--- src/rtl/uart_rx_cfg.sv ---
// rtl/uart_rx_cfg.sv - runtime-configurable UART receiver with parity, framing and break status
module uart_rx_cfg #(
   parameter int MAX_DATA_BITS = 9,
   parameter int OVERSAMPLE    = 16,
   parameter int DIV_WIDTH     = 16
) (
   input  logic                     clk_i,
   input  logic                     reset_i,
   input  logic                     rx_data_i,
   input  logic                     rx_en_i,
   input  logic [DIV_WIDTH-1:0]     baud_div_i,
   input  logic [3:0]               data_bits_i,
   input  logic [1:0]               parity_mode_i,
   input  logic                     stop_bits_i,
   output logic [MAX_DATA_BITS-1:0] rx_word_o,
   output logic                     rx_valid_o,
   output logic                     parity_err_o,
   output logic                     frame_err_o,
   output logic                     break_o,
   output logic                     busy_o
);
   localparam int            TW        = $clog2(OVERSAMPLE);
   localparam logic [TW-1:0] MID_START = TW'(OVERSAMPLE / 2 - 1);
   localparam logic [TW-1:0] MID_BIT   = TW'(OVERSAMPLE - 1);
   localparam logic [3:0]    MAX_BITS  = 4'(MAX_DATA_BITS);

   typedef enum logic [2:0] {S_IDLE, S_START, S_DATA, S_PARITY, S_STOP, S_BRK_WAIT} state_t;

   state_t                   r_state;
   state_t                   w_state_nxt;
   logic                     r_sync1, r_sync2, r_prev;
   logic [DIV_WIDTH-1:0]     r_div_cnt;
   logic [TW-1:0]            r_tick_cnt;
   logic [3:0]               r_bit_cnt;
   logic                     r_stop_cnt;
   logic [3:0]               r_nbits;
   logic [1:0]               r_par_mode;
   logic                     r_stop2;
   logic [MAX_DATA_BITS-1:0] r_shift;
   logic                     r_par_bit, r_par_err, r_frm_err, r_stop0_low;
   logic [MAX_DATA_BITS-1:0] r_word;
   logic                     r_valid, r_out_par_err, r_out_frm_err, r_out_brk;

   logic       w_rx, w_fall, w_div_run, w_tick, w_sample, w_done;
   logic       w_last_data, w_last_stop, w_par_en, w_par_xor, w_par_mis;
   logic       w_first_stop_low, w_brk;
   logic [3:0] w_nbits;

   assign w_rx      = r_sync2;
   assign w_fall    = r_prev & ~r_sync2;
   assign w_div_run = rx_en_i && (baud_div_i != '0);
   // >= rather than == so a divisor lowered below the running count still wraps promptly
   assign w_tick    = w_div_run && (r_div_cnt >= baud_div_i - 1'b1);
   assign w_sample  = w_tick && ((r_state == S_START) ? (r_tick_cnt == MID_START)
                                                      : (r_tick_cnt == MID_BIT));
   assign w_nbits   = (data_bits_i < 4'd5) ? 4'd5 :
                      (data_bits_i > MAX_BITS) ? MAX_BITS : data_bits_i;

   assign w_last_data      = (r_bit_cnt == r_nbits - 4'd1);
   assign w_last_stop      = !r_stop2 || r_stop_cnt;
   assign w_par_en         = (r_par_mode == 2'b01) || (r_par_mode == 2'b10);
   assign w_par_xor        = (^r_shift) ^ w_rx;
   assign w_par_mis        = (r_par_mode == 2'b10) ? ~w_par_xor : w_par_xor;
   assign w_first_stop_low = r_stop2 ? r_stop0_low : ~w_rx;
   assign w_brk            = (r_shift == '0) && !(w_par_en && r_par_bit) && w_first_stop_low;

   // two-flop synchronizer plus previous value for falling-edge detect; idles high
   always_ff @(posedge clk_i) begin
      if (reset_i) begin
         r_sync1 <= 1'b1;
         r_sync2 <= 1'b1;
         r_prev  <= 1'b1;
      end else begin
         r_sync1 <= rx_data_i;
         r_sync2 <= r_sync1;
         r_prev  <= r_sync2;
      end
   end

   // oversample tick divider, parked at zero while disabled or divisor is zero
   always_ff @(posedge clk_i) begin
      if (reset_i || !w_div_run || w_tick) r_div_cnt <= '0;
      else                                 r_div_cnt <= r_div_cnt + 1'b1;
   end

   // ticks within the current bit; restarts at every sample point
   always_ff @(posedge clk_i) begin
      if (reset_i || r_state == S_IDLE || w_sample) r_tick_cnt <= '0;
      else if (w_tick)                                r_tick_cnt <= r_tick_cnt + 1'b1;
   end

   // state register
   always_ff @(posedge clk_i) begin
      if (reset_i) r_state <= S_IDLE;
      else         r_state <= w_state_nxt;
   end

   // next-state logic; losing the enable abandons any frame in progress
   always_comb begin
      w_state_nxt = r_state;
      w_done      = 1'b0;
      if (r_state != S_IDLE && !rx_en_i) begin
         w_state_nxt = S_IDLE;
      end else begin
         case (r_state)
            S_IDLE:     if (rx_en_i && w_fall) w_state_nxt = S_START;
            S_START:    if (w_sample) w_state_nxt = w_rx ? S_IDLE : S_DATA;
            S_DATA:     if (w_sample && w_last_data) w_state_nxt = w_par_en ? S_PARITY : S_STOP;
            S_PARITY:   if (w_sample) w_state_nxt = S_STOP;
            S_STOP: begin
               if (w_sample && w_last_stop) begin
                  w_done      = 1'b1;
                  w_state_nxt = w_brk ? S_BRK_WAIT : S_IDLE;
               end
            end
            S_BRK_WAIT: if (w_rx) w_state_nxt = S_IDLE;
            default:    w_state_nxt = S_IDLE;
         endcase
      end
   end

   // frame capture: config latched at start, then data/parity/stop samples accumulated
   always_ff @(posedge clk_i) begin
      if (reset_i) begin
         r_nbits     <= 4'd8;
         r_par_mode  <= 2'b00;
         r_stop2     <= 1'b0;
         r_bit_cnt   <= '0;
         r_stop_cnt  <= 1'b0;
         r_shift     <= '0;
         r_par_bit   <= 1'b0;
         r_par_err   <= 1'b0;
         r_frm_err   <= 1'b0;
         r_stop0_low <= 1'b0;
      end else if (r_state == S_IDLE && w_state_nxt == S_START) begin
         r_nbits     <= w_nbits;
         r_par_mode  <= parity_mode_i;
         r_stop2     <= stop_bits_i;
         r_bit_cnt   <= '0;
         r_stop_cnt  <= 1'b0;
         r_shift     <= '0;
         r_par_bit   <= 1'b0;
         r_par_err   <= 1'b0;
         r_frm_err   <= 1'b0;
         r_stop0_low <= 1'b0;
      end else if (w_sample) begin
         case (r_state)
            S_DATA: begin
               for (int i = 0; i < MAX_DATA_BITS; i++)
                  if (4'(i) == r_bit_cnt) r_shift[i] <= w_rx;
               r_bit_cnt <= r_bit_cnt + 4'd1;
            end
            S_PARITY: begin
               r_par_bit <= w_rx;
               r_par_err <= w_par_mis;
            end
            S_STOP: begin
               r_stop_cnt <= 1'b1;
               if (!w_rx) r_frm_err <= 1'b1;
               if (!r_stop_cnt) r_stop0_low <= ~w_rx;
            end
            default: ;
         endcase
      end
   end

   // output word and flags update together with the valid pulse and hold until the next one
   always_ff @(posedge clk_i) begin
      if (reset_i) begin
         r_word        <= '0;
         r_valid       <= 1'b0;
         r_out_par_err <= 1'b0;
         r_out_frm_err <= 1'b0;
         r_out_brk     <= 1'b0;
      end else begin
         r_valid <= w_done;
         if (w_done) begin
            r_word        <= r_shift;
            r_out_par_err <= r_par_err;
            r_out_frm_err <= r_frm_err | ~w_rx;
            r_out_brk     <= w_brk;
         end
      end
   end

   assign rx_word_o    = r_word;
   assign rx_valid_o   = r_valid;
   assign parity_err_o = r_out_par_err;
   assign frame_err_o  = r_out_frm_err;
   assign break_o      = r_out_brk;
   assign busy_o       = (r_state != S_IDLE);
endmodule

--- config.mk ---
export PLATFORM = sky130hd
export DESIGN_NAME = uart_rx_cfg
export DESIGN_NICKNAME = d
export VERILOG_FILES = /design/src/rtl/uart_rx_cfg.sv
export SDC_FILE = /design/constraint.sdc
export NUM_CORES = 1
export LEC_CHECK = 0
export CORE_MARGIN = 3
export CORE_UTILIZATION = 51
export DETAILED_ROUTE_END_ITERATION = 8
export PLACE_DENSITY = 0.76
export RECOVER_POWER = 25
export SLEW_MARGIN = 20
export SYNTH_ARGS = -nofsm -noshare
export SYNTH_HDL_FRONTEND = slang
export SYNTH_SLANG_ARGS = --single-unit
--- constraint.sdc ---
create_clock -name clk_i -period 4.6 [get_ports clk_i]
set_input_delay 0.69 -clock clk_i [delete_from_list [all_inputs] [get_ports clk_i]]
set_output_delay 0.69 -clock clk_i [all_outputs]
set_load 0.02 [all_outputs]
## After elaboration in Yosys (flattened, before gate mapping)

Index checks and enable logic that the tools add are counted.

- Input bits: 27
- Output and inout bits: 14
- Register bits after elaboration: 64

- Reductions and logical operators: 42
- Bitwise logic cells: 6
- Mux-type cells: 19
- Order comparisons: 3
- Add/sub/neg operators: 5
- Eq/ne operators: 19

Operators with widths:

| operator | number |
|---|---|
| $reduce_and 3->1 | 11 |
| $mux 3 | 9 |
| $pmux 3 s6 | 1 |
| $add 16x1->16 const B | 1 |
| $eq 3x4->1 const A | 4 |
| $ge 16x16->1 | 1 |
| $reduce_bool 16->1 | 1 |
| $sub 16x1->16 const B | 1 |
| $logic_and 1x1->1 | 11 |
| $logic_not 9->1 | 1 |
| $reduce_xor 9->1 | 1 |
| $add 4x1->4 const B | 2 |
| $eq 2x4->1 const A | 2 |
| $mux 4 | 2 |
| $eq 3x1->1 const B | 2 |
| $eq 3x2->1 const B | 2 |
| $eq 3x3->1 const B | 2 |
| $logic_or 1x1->1 | 6 |
| $mux 1 | 6 |
| $reduce_and 2->1 | 3 |
| $eq 1x4->1 const A | 1 |
| $eq 4x3->1 const B | 1 |
| $eq 4x4->1 | 1 |
| $eq 4x4->1 const A | 1 |
| 16 further kinds | 21 |

## Depth between registers and ports, before layout

Gate-level depths: netlist (run 1).

- Depth after elaboration: 13
- Mapped depth: 15
- Depth with buffers taken out: 13

## Worst setup path after synthesis (run 1)

Ideal clock, no wire load.

- Path kind: input port to flip-flop
- Start: input baud_div_i[2]
- End: register r_state[2]
- Library setup time: 0.079 ns
- Stages on the path: 14
- Slack: 0.263 ns
- Data arrival time: 4.258 ns
- Required time: 4.521 ns
- Cells stage by stage: or3_1 or4_1 nor3_1 nand2b_1 nor4_1 xnor2_1 ha_1 and4_1 o211ai_1 or4_1 and4b_1 buf_2 or4_2 o211ai_1

- Longest elaborated chain between the ends: 8
- Elaborated cells between the ends (all ways): 14
- Classes of those cells: 1 x add/sub; 1 x order compare; 6 x mux; 6 x reduce/logical

RTL lines:

| item | line | source |
|---|---|---|
| start: declaration | 11 | `input logic [DIV_WIDTH-1:0] baud_div_i,` |
| $sub 16x1->16 / $reduce_bool 16->1 (equally long branches) | 53, 51 |  |
| $ge 16x16->1 / $logic_and 1x1->1 (equally long branches) | 53, 51 |  |
| $logic_and 1x1->1 (*) | 53 | `assign w_tick = w_div_run && (r_div_cnt >= baud_div_i - 1'b1);` |
| $logic_and 1x1->1 (*) | 54 | `assign w_sample = w_tick && ((r_state == S_START) ? (r_tick_cnt == MID_START)` |
| $logic_and 1x1->1 (on tied branches) | 111, 108 |  |
| $mux 3 (on tied branches) | 111, 108 |  |
| $pmux 3 s6 (*) | 105 | `case (r_state)` |
| $mux 3 (*) | 102 | `if (r_state != S_IDLE && !rx_en_i) begin` |
| end signal: assignment | 95 | `else r_state <= w_state_nxt;` |
| end: declaration | 29 | `state_t r_state;` |

Every way passes the cells marked *; elsewhere a longest branch is shown, timed or not.
A chain may end at the register's enable or synchronous reset.

## Final worst setup path (run 1)

- Start: input baud_div_i[2]
- End: register r_shift[6]

- Longest elaborated chain between the ends: 11
- Elaborated cells between the ends (all ways): 18
- Classes of those cells: 1 x add/sub; 1 x order compare; 1 x eq/ne; 6 x mux; 9 x reduce/logical

RTL lines:

| item | line | source |
|---|---|---|
| $sub 16x1->16 / $reduce_bool 16->1 (equally long branches) | 53, 51 |  |
| $ge 16x16->1 / $logic_and 1x1->1 (equally long branches) | 53, 51 |  |
| $logic_and 1x1->1 (*) | 53 |  |
| $logic_and 1x1->1 (*) | 54 |  |
| $logic_and 1x1->1 (on tied branches) | 111, 108 |  |
| $mux 3 (on tied branches) | 111, 108 |  |
| $pmux 3 s6 | 105 |  |
| $mux 3 | 102 |  |
| $eq 3x1->1 | 135 | `end else if (r_state == S_IDLE && w_state_nxt == S_START) begin` |
| $logic_and 1x1->1 | 135 |  |
| $reduce_or 2->1 (no source line) | - |  |
| end signal: indexed assignment | 150 | `if (4'(i) == r_bit_cnt) r_shift[i] <= w_rx;` |
| end: declaration | 39 | `logic [MAX_DATA_BITS-1:0] r_shift;` |

Marks and branches as above.

==> results of run 1 <==
==> flip-flops by register name (all words and copies together) (netlist names) <==
signal	flops
frame_err_o	1
rx_valid_o	1
r_tick_cnt	4
r_sync2	1
r_par_mode	2
r_stop_cnt	1
r_nbits	4
r_par_bit	1
r_shift	9
r_state	3
r_par_err	1
r_stop0_low	1
r_frm_err	1
break_o	1
rx_word_o	9
r_sync1	1
r_stop2	1
r_prev	1
r_bit_cnt	4
parity_err_o	1
r_div_cnt	16
==> routing by layer <==
| metal | part of all wire | wire (µm) | GRT usage |
|---|---|---|---|
| met1 | 0.46 | 4080 | 0.295 |
| met2 | 0.46 | 4050 | 0.326 |
| met3 | 0.064 | 558 | 0.0520 |
| met4 | 0.011 | 94 | 0.0520 |
| met5 | 0 | 0 | 0 |
==> through the flow <==
step	cell area, µm²	setup slack (ns)	utilization	hold slack [ns]
after floorplan	3810	0.263	-	0.389
after global placement	4410	-0.168	0.628	0.395
after detailed placement	4410	-0.343	0.628	0.396
after CTS	4660	0.0318	0.664	0.410
after global routing	4700	-0.0445	0.670	0.440
final	4700	0.173	0.670	0.404
==> area by class of cell <==
class                      count  share of cell area
multi-input combinational    351               0.504
clock inverter                 6              0.0245
sequential                    64               0.273
clock buffer                  10              0.0293
inverter                      22              0.0176
timing repair buffer          64               0.126
tap                           96              0.0256
==> logic make-up after synthesis <==
logic type / count (synthesis)
AND/OR/NAND/NOR: 196
AO/OA/AOI/OAI: 71
flip-flops: 64
buffers and inverters: 43
XOR/XNOR: 40
adder cells (fa/ha/maj): 29
multiplexers: 15
==> how the worst min path moves through the flow <==
stage / slack (ns) / to / from / depth (start not counted)
2_1_floorplan: 0.39 / r_sync2 / r_sync1 / 1
3_3_place_gp: 0.39 / r_sync2 / r_sync1 / 1
3_5_place_dp: 0.40 / r_sync2 / r_sync1 / 1
4_1_cts: 0.41 / r_sync2 / r_sync1 / 1
5_1_grt: 0.44 / r_sync2 / r_sync1 / 1
6_report: 0.40 / r_sync2 / r_sync1 / 1
==> critical path, cell delays in order <==
cell and delay [ns]:
clkdlybuf4s50_1 0.41, or3_1 0.39, or4_1 0.48, nor3_2 0.16
nand2b_1 0.10, nor4_2 0.17, xnor2_1 0.10, ha_1 0.29
and4_1 0.25, o211ai_1 0.09, or4_1 0.43, and4b_2 0.32
buf_4 0.21, nor4_1 0.39, mux2i_1 0.22
==> cells in the final DEF, fill, tap and decap left out, drive strengths merged, types with 2 or more instances in the layout <==
cell	count
clkbuf	10
o21ai	18
a21oi	33
or4b	2
nor2	36
o211ai	2
xnor2	28
nand2	51
a211oi	2
clkdlybuf4s50	25
bufinv	3
buf	24
nor2b	2
o31ai	4
nor4	17
or4	7
a31oi	2
o21a	3
mux2i	15
nand4	10
nor3	14
nand3b	2
nand4b	2
ha	29
dlygate4sd3	15
nand2b	7
nor3b	2
or3	6
nand3	24
xor2	12
inv	23
and4	3
dfxtp	64
or2	6
or3b	2
==> timing repair <==
action / in CTS / in global routing
buffers inserted: 0 / 0
hold endpoints to repair: 0 / 0
endpoints found under the setup margin: 0 / 27
resized for setup: 0 / 7
==> power breakdown <==
group | switching, mW | internal (mW)
logic | 0.0493 | 0.0515
registers | 0.00525 | 0.557
clock network | 0.232 | 0.377
total | 0.287 | 0.986
==> results.md, run 1 <==
- Status: finished clean
- Crit start category: primary input
- Non-Filler Instances: 613
- Worst-Margin Slew: 0.783 ns
- Dpl cells: 597
- Reg2reg end: frame_err_o
- Final Power: 1.27 mW
- # IOs: 41
- Row count: 30
- Htree depth: 3
- Drt wl/cell: 14.3 µm
- Sequential area share after synthesis: 0.336
- Remaining DRCs: 0
- Clk_skew: 0.0119 ns
- Reg2reg setup slack: 1.72 ns
- Max Cap Viol: 0
- Vias: 3454
- Die width: 92.4 µm
- Area contributors post-synth: dfxtp_1 34%, ha_1 9.5%, xnor2_1 6.4%
- WP data arrival: 4.71 ns
- Die height: 92.4 µm
- Post-DP HPWL: 6.52 mm
- Core Box Area: 7020 µm²
- YS warnings: 0
- Clk Latency, worst-skew pair: 0.35 ns
- Area Growth Syn to Fin: 23.3%
- Tmin final: 4.43 ns
- FFs w/ async S/R, synth: 0
- Number of fill cells: 599
- Critical path class: primary input to register
- Worst Path Required: 4.88 ns
- Share of cells above drive strength 1: 0.124
- Multiplexer area fraction after synthesis: 0.0394
- Die Area: 8540 µm²
- Cts bufs inserted: 9
- Lkg Pwr: 1.67 nW
- Synthesized cell area: 3810 µm²
- Crit. Startpoint: baud_div_i[2]
- Clock sinks: 64
- Syn_area_per_cell: 8.32 µm²
- CTS tree: done
- End point of the critical path: r_shift[6]
- Synth Area in Compound Gates: 0.113
- Clock transition at path regs: 0.08 ns
- Final GP Congestion: 0.910
- Simple-Gate Fraction of Synth Area: 0.272
- Syn Inst Count: 458
- DR pass1 iterations: 5
- Final slew viol count: 0
- Number of global-route vias before repair: 3066
- Worst vdd ir: 0.000222 V
- Reg2reg start: r_state[0]
- All-Layer GR Usage: 0.211
- Worst reg2reg path depth: 6
- Fin. Hold Viols: 0
- CP endpoint kind: register
- Detailed Route WL: 8.79 mm
- Count leader, synth: dfxtp_1
- Initial antenna violation count: 0
- Most instantiated cells after synthesis: 64 x dfxtp_1, 49 x nand2_1, 36 x nor2_1
- Seq cells post-synth: 64
- Via density: 5.63
- DR iter-0 viols: 313
- Worst hold path type: register to register
- Multi-input logic area: 2370 µm²
- First-pass GRT wire length: 14.6 mm
- Final ANT Viol Nets: 0
- Register area: 1280 µm²
- Synth area leader: dfxtp_1
- Power density cells: 271 nW/µm²
- Clk buf depth: 2
- Worst-path fanout max: 11
- Yosys cell types: 55
- Largest net degree at the start of global routing: 31
- Primary FF master, synth: dfxtp_1
- Nets@finish: 568
- EDFF count, synth: 0
- Net Count, Synth: 514
- Remaining global-route overflow: 0
- Root Driver: clkbuf_8
- Initial core utilization: 0.543
- Setup violations, final: 0
- Diode count: 0
- Final setup TNS: 0 ns
- Largest family of logic cells by synthesized area: simple AND/OR/NAND/NOR gates
- FMAX: 226 MHz
- Final cycle utilization of the critical path: 0.962
- Xor/xnor cell area share of the yosys netlist: 0.0920
- Synth Area in Adders: 0.0952
- Synth top area share: 0.336
- Port-buffer cells: 40
- Relative slew margins: 0.463
- CTS Hold Bufs: 0
(Power assumes the default switching activity.)
==> run 2: changes to the inputs <==
CTS_CLUSTER_DIAMETER = 200   (was default)
==> results of run 2 <==
Final layout, timing and power as in run 1 (identical DEF).
==> run 3: changes to the inputs <==
SKIP_LAST_GASP = 1   (was default)
==> results of run 3 <==
Final layout, timing and power as in run 1 (identical DEF).
